## src/rtl/intr_ctrl_pkg.sv

```systemverilog
// Shared constants for the interrupt controller: decoder control codes,
// default parameters and the service FSM state type.
package intr_ctrl_pkg;

   localparam int unsigned NUM_IRQ_DEF  = 8;
   localparam logic [11:0] ISR_BASE_DEF = 12'd3840;

   localparam logic [3:0] CODE_JMP  = 4'b0000;
   localparam logic [3:0] CODE_RET  = 4'b0100;
   localparam logic [3:0] CODE_INTR = 4'b0111;
   localparam logic [3:0] CODE_STEP = 4'b1000;
   localparam logic [3:0] CODE_NOP  = 4'b1001;

   typedef enum logic {
      ST_IDLE = 1'b0,
      ST_ISR  = 1'b1
   } state_t;

endpackage

```

## src/rtl/intr_prio_enc.sv

```systemverilog
// Fixed-priority encoder: the lowest-index asserted request wins.
module intr_prio_enc #(
   parameter int unsigned NUM_IRQ = 8,
   parameter int unsigned IDX_W   = (NUM_IRQ > 1) ? $clog2(NUM_IRQ) : 1
) (
   input  logic [NUM_IRQ-1:0] req,
   output logic               valid,
   output logic [IDX_W-1:0]   idx
);

   // Scan from the top down so the lowest set bit is the last assignment.
   always_comb begin
      valid = 1'b0;
      idx   = '0;
      for (int unsigned i = NUM_IRQ; i > 0; i--) begin
         if (req[i-1]) begin
            valid = 1'b1;
            idx   = IDX_W'(i - 1);
         end
      end
   end

endmodule

```

## src/rtl/intr_ctrl.sv

```systemverilog
// Interrupt controller: latches request edges, and injects an INTR code into
// the PC/SP/stack control stream on a STEP outside service code.
module intr_ctrl
   import intr_ctrl_pkg::*;
#(
   parameter int unsigned NUM_IRQ  = NUM_IRQ_DEF,
   parameter logic [11:0] ISR_BASE = ISR_BASE_DEF
) (
   input  logic               clk,
   input  logic               rst,
   input  logic [NUM_IRQ-1:0] irq_in,
   input  logic [3:0]         dec_code,
   input  logic [11:0]        pc_in,
   input  logic               mask_we,
   input  logic [NUM_IRQ-1:0] mask_wdata,
   input  logic               gie_we,
   input  logic               gie_wdata,
   output logic [3:0]         code_out,
   output logic [2:0]         irq_id,
   output logic               in_service,
   output logic [NUM_IRQ-1:0] pending
);

   localparam int unsigned IDX_W = (NUM_IRQ > 1) ? $clog2(NUM_IRQ) : 1;

   state_t             state_q, state_d;
   logic [NUM_IRQ-1:0] pending_q, pending_d;
   logic [NUM_IRQ-1:0] mask_q, mask_d;
   logic [NUM_IRQ-1:0] irq_q, irq_d;
   logic               gie_q, gie_d;
   logic [2:0]         irq_id_q, irq_id_d;
   logic               in_service_q, in_service_d;

   logic [NUM_IRQ-1:0] sel_req;
   logic [NUM_IRQ-1:0] rise;
   logic               enc_valid;
   logic [IDX_W-1:0]   win_idx;
   logic               inject;
   logic               ret_ok;

   assign sel_req = pending_q & mask_q;

   intr_prio_enc #(
      .NUM_IRQ (NUM_IRQ),
      .IDX_W   (IDX_W)
   ) u_prio_enc (
      .req   (sel_req),
      .valid (enc_valid),
      .idx   (win_idx)
   );

   always_comb begin
      rise   = irq_in & ~irq_q;
      // Reset forces pass-through even if stale pending state would inject.
      inject = !rst && (state_q == ST_IDLE) && gie_q && enc_valid &&
               (dec_code == CODE_STEP) && (pc_in < ISR_BASE);
      ret_ok = (state_q == ST_ISR) && (dec_code == CODE_RET) && (pc_in >= ISR_BASE);

      code_out     = inject ? CODE_INTR : dec_code;
      state_d      = state_q;
      pending_d    = pending_q;
      irq_id_d     = irq_id_q;
      in_service_d = in_service_q;
      irq_d        = irq_in;
      mask_d       = mask_we ? mask_wdata : mask_q;
      gie_d        = gie_we ? gie_wdata : gie_q;

      if (inject) begin
         state_d            = ST_ISR;
         in_service_d       = 1'b1;
         irq_id_d           = 3'(win_idx);
         pending_d[win_idx] = 1'b0;
      end else if (ret_ok) begin
         state_d      = ST_IDLE;
         in_service_d = 1'b0;
      end

      // Applied after the clear so a coinciding edge keeps the bit pending.
      pending_d = pending_d | rise;
   end

   always_ff @(posedge clk) begin
      if (rst) begin
         state_q      <= ST_IDLE;
         pending_q    <= '0;
         mask_q       <= '0;
         gie_q        <= 1'b0;
         irq_id_q     <= '0;
         in_service_q <= 1'b0;
         irq_q        <= '1;
      end else begin
         state_q      <= state_d;
         pending_q    <= pending_d;
         mask_q       <= mask_d;
         gie_q        <= gie_d;
         irq_id_q     <= irq_id_d;
         in_service_q <= in_service_d;
         irq_q        <= irq_d;
      end
   end

   assign pending    = pending_q;
   assign irq_id     = irq_id_q;
   assign in_service = in_service_q;

endmodule

```

## config.mk

```make
export PLATFORM = sky130hd
export DESIGN_NAME = intr_ctrl
export DESIGN_NICKNAME = d
export VERILOG_FILES = /design/src/rtl/intr_ctrl_pkg.sv /design/src/rtl/intr_prio_enc.sv /design/src/rtl/intr_ctrl.sv
export SDC_FILE = /design/constraint.sdc
export NUM_CORES = 1
export LEC_CHECK = 0
export ABC_AREA = 1
export CORE_ASPECT_RATIO = 0.8
export CORE_UTILIZATION = 41
export DETAILED_ROUTE_END_ITERATION = 10
export DONT_BUFFER_PORTS = 1
export PLACE_DENSITY = 0.56
export SLEW_MARGIN = 15
export SYNTH_ARGS = -nofsm -noshare
export SYNTH_HDL_FRONTEND = slang
export SYNTH_SLANG_ARGS = --single-unit
```

## constraint.sdc

```tcl
create_clock -name clk -period 2.36 [get_ports clk]
set_input_delay 0.236 -clock clk [delete_from_list [all_inputs] [get_ports clk]]
set_output_delay 0.236 -clock clk [all_outputs]
set_load 0.01 [all_outputs]
```

==> Yosys cells after proc, flatten, opt, wreduce, memory -nomap -nowiden <==
Index checks and enable logic that the tools add are counted.
{ "op_classes": {"n_eq_ne": 2, "n_reduce_logical": 10, "n_mux": 22, "n_lt_le_gt_ge": 4, "bitwise_logic": 7} }
{ "ops": {"columns": ["cell", "n"], "rows": [
  ["bitwise AND 8 bit", 3],
  ["2-to-1 mux 3 bit", 8],
  ["NOT 8 bit", 2],
  [">= comparator 12 bit (second input constant)", 1],
  ["< comparator 12 bit (second input constant)", 1],
  ["2-to-1 mux 1 bit", 11],
  ["logical AND 1 bit", 8],
  ["2-to-1 mux 8 bit", 1],
  ["OR 8 bit", 1],
  ["equality test 4 x 3 -> 1 bit (second input constant)", 1],
  ["equality test 4 bit (second input constant)", 1],
  ["< comparator 3 x 4 -> 1 bit (second input constant)", 1],
  ["2-to-1 mux 4 bit", 1],
  ["demux 1 bit (select 3 bit)", 1],
  [">= comparator 3 x 1 -> 1 bit (second input constant)", 1],
  ["nonzero test 2 bit", 1],
  ["zero test 1 bit", 1],
  ["NOT 1 bit", 1]
]} }
{ "totals": {"register_bits": 29, "wordCells": 51} }

==> Logic depth before layout (Yosys ltp) <==
{ "logic_depth": {"depth_word": 17, "mapped_depth": 11, "depth_no_buf": 11} }

==> By module <==
From an unflattened synthesis, not the netlist that was laid out.
{ "unflattened": {"hier_cells": 191, "area_unflattened_um2": 1301.2} }
{ "modules_own_cells": {"columns": ["mod", "cells_each", "area_each_um2", "instances", "seq_area_each_um2"], "rows": [
  ["intr_ctrl", 169, 1202.4, 1, 580.6],
  ["intr_prio_enc", 22, 98.8, 1, 0.0]
]} }

==> Least setup slack after synthesis <==
No wires, ideal clock.
{ "synth_timing": {"path_type": "register -> output", "from": "register pending_q[0] (netlist: pending[0])", "to": "output port code_out[0]", "setup_slack_ns": 0.984, "path_buffers": 0, "path_stages_with_launch": 6, "required_time_ns": 2.124, "arrival_time_ns": 1.140, "cell_sequence": "dfxtp_1 > nand2_2 > nand2_1 > nor2_2 > a31oi_4 > or2_2"} }
{ "synth_via": {"elab_chain_len": 6} }
{ "synth_rtl": {"columns": ["item", "line", "source"], "rows": [
  ["from (decl)", "intr_ctrl.sv:27", "logic [NUM_IRQ-1:0] pending_q, pending_d;"],
  ["from (signal assigned)", "intr_ctrl.sv:93", "pending_q <= pending_d;"],
  ["bitwise AND 8 bit", "intr_ctrl.sv:41", "assign sel_req = pending_q & mask_q;"],
  ["2-to-1 mux 1 bit", "intr_prio_enc.sv:16", "if (req[i-1]) begin"],
  ["logical AND 1 bit (2 in series)", "intr_ctrl.sv:55", "inject = !rst && (state_q == ST_IDLE) && gie_q && enc_valid &&"],
  ["logical AND 1 bit", "intr_ctrl.sv:56", "(dec_code == CODE_STEP) && (pc_in < ISR_BASE);"],
  ["2-to-1 mux 4 bit", "intr_ctrl.sv:59", "code_out = inject ? CODE_INTR : dec_code;"],
  ["to (decl)", "intr_ctrl.sv:18", "output logic [3:0] code_out,"]
]} }
No other way between the ends.

==> Final worst setup path <==
{ "layout_timing": {"from": "register pending_q[3] (netlist: pending[3])", "to": "output port code_out[1]"} }
{ "layout_via": {"elab_chain_len": 9} }
{ "layout_rtl": {"columns": ["item", "line"], "rows": [
  ["bitwise AND 8 bit", "intr_ctrl.sv:41"],
  ["2-to-1 mux 1 bit (4 in series)", "intr_prio_enc.sv:16"],
  ["logical AND 1 bit (2 in series)", "intr_ctrl.sv:55"],
  ["logical AND 1 bit", "intr_ctrl.sv:56"],
  ["2-to-1 mux 4 bit", "intr_ctrl.sv:59"]
]} }
No other way between the ends.

==> flow_summary.yaml <==
status:
  status: "finished clean"
route:
  via_count: 1031
  wl_met2_mm: 1.13
  maxUsedRoutingLayer: "met4"
  viasPerCell: 4.89
  wl_met1_mm: 1.10
  wl_per_cell_um: 11.5
  drt_wl_total_mm: 2.44
  dr_wl_met3_um: 180
  dr.pass1.iters: 4
  drc_errors: 0
  drtIter0Drc: 26
  ant_nets: 0
floorplanning:
  num_rows: 17
  core_area_sq_um: 2790
  initial_core_util_pct: 43.6
  die_area_sq_um: 3190
  ios: 53
  fp.dieW_um: 62.9
  die_y_um: 50.7
cts:
  clk_pin_slew_ns: 0.06
  cts_hold_buf: 0
  htreeDepth: 2
  cts_setup_buffers: 0
  cts.root.buffer_cell: "clkbuf_8"
  clock_latency_ns: 0.27
  cts-resized-gates: 0
  cts_sinks: 29
  clk_path_buf_depth: 2
  cts_tree: "done"
  numCtsBuffers: 5
sta:
  fin_crit_ns: 1.80
  fin_skew_ns: 0.00343
  hold_viol_final: 0
  period_share_pct: 76.2
  finalMaxSlewViolations: 0
  worstMarginPinSlew_ns: 0.269
  rsz0062_at_grt: "false"
  slew_headroom_pct: 82.1
  max_freq_mhz: 556
  setup_viol: 0
  whs_ns: 0.0255
  fin_setup_tns_ns: 0
placement:
  dp_hpwl_mm: 1.91
  port_buffers: 0
  placed_area_sq_um: 1250
  gp_congestion: 0.833
critical_path:
  worst_setup_path_end_kind: "primary output"
  critPathArrivalTime_ns: 1.56
  cp_max_fo: 8
  startpoint_type: "flip-flop"
  cp.required_ns: 2.12
  critPathKind: "reg2out"
global_route:
  grt_pass1_wl_mm: 4.21
  grt_overflow: 0
  grt_max_degree: 17
  antenna_found_initial: 0
  grt_usage_pct: 18.0
  grt_pass1_vias: 961
finish:
  drive_gt1_share_pct: 13.9
  final_common_cell: "nand2_1"
  stdcell_area_sq_um: 1340
  regArea_sq_um: 581
  nFillCells: 289
  antennaDiodeCount: 0
  mostFrequentLayoutCells: "nand2_1, dfxtp_1, nor2_1"
  syn_to_final_growth_pct: 10.4
  fin_nets: 210
  multi_input_area_sq_um: 556
synthesis:
  seq_area_frac_synth_pct: 47.8
  netlist_area_sq_um: 1210
  ys_warn_count: 0
  synth_cells: 168
  yosysUniqueCellTypes: 18
  synthFlopType: "dfxtp_1"
  ys_async_sr_fraction_pct: 0
  synth_edf_count: 0
  syn_nets: 205
  syn_area_per_cell_sq_um: 7.23
  synth-seq-cells: 29
worst_hold_path:
  hold_path_class: "in2reg"
job:
  max_cap_viol_count: 0
pwr:
  max-vdd-ir-drop_uv: 404
  leakage_nw: 0.591
  power_density_nw_per_um2: 737
## stage by stage
stage	util, %	cells	setup WS, ns	power [mW]
4_1_cts	48.1	211	0.559	1.01
6_report	48.1	211	0.563	0.988
2_1_floorplan	-	168	0.984	0.595
5_1_grt	48.1	211	0.464	1.04
3_3_place_gp	45.0	204	0.886	0.604
3_5_place_dp	45.0	204	0.860	0.607
## worst paths after layout
check	start	end	slack, ns	cells past startpoint
max reg2reg	pending[0]	pending[1]	0.91	8
min reg2reg	irq_q[4]	pending[4]	0.47	3
max	pending[3]	code_out[1]	0.56	5
min	rst	pending[5]	0.03	1
## registers in the layout, summed over array words and instances, names as in the netlist
register	count
mask_q	8
pending	8
irq_id	3
in_service	1
gie_q	1
irq_q	8
## power breakdown
| group | total [mW] | internal, mW | leakage (nW) | switching [mW] |
|---|---|---|---|---|
| Sequential | 0.533 | 0.515 | 0.239 | 0.0175 |
| Clock | 0.393 | 0.230 | 0.0443 | 0.163 |
| Combinational | 0.0623 | 0.0244 | 0.307 | 0.0379 |
| Total | 0.988 | 0.770 | 0.591 | 0.219 |
## logic make-up (layout without fill, tap and decap cells)
logic type	after synthesis	after routing	share of synthesized area (%)
AO/OA/AOI/OAI	25	25	11.6
buffers and inverters	21	26	6.49
flip-flops	29	29	47.8
AND/OR/NAND/NOR	93	93	34.1
## cells in the mapped netlist (2+ instances only)
| cell | count | area share [%] |
|---|---|---|
| clkbuf_1 | 2 | 0.62 |
| inv_1 | 17 | 5.3 |
| inv_2 | 2 | 0.62 |
| nand3_1 | 6 | 2.5 |
| a21oi_1 | 12 | 4.9 |
| or2_2 | 10 | 5.1 |
| nand2_1 | 41 | 13 |
| dfxtp_1 | 29 | 48 |
| nand2_2 | 2 | 1.0 |
| nand4_1 | 3 | 1.5 |
| nor2_1 | 27 | 8.3 |
| o21ai_0 | 11 | 4.5 |
## critical path, cell delays in order (launching register included)
cell and delay (ns):
dfxtp_1 0.35, nand2_1 0.10, nand2_1 0.12, nor2_2 0.21, a31oi_4 0.16, or2_2 0.34
## layer usage
metal  vias up  global-route usage [%]
met5         -                       0
met4         0                    8.14
met3         2                    9.55
met2        32                    28.5
met1       462                    19.9
li1        535                       -
## final cells by class
class                           count  area share [%]
Tap cell                           38            3.54
Multi-Input combinational cell    118            41.4
Sequential cell                    29            43.3
Clock buffer                        7            6.44
Inverter                           19            5.32
Note: power is estimated with default switching activity, not from simulation.
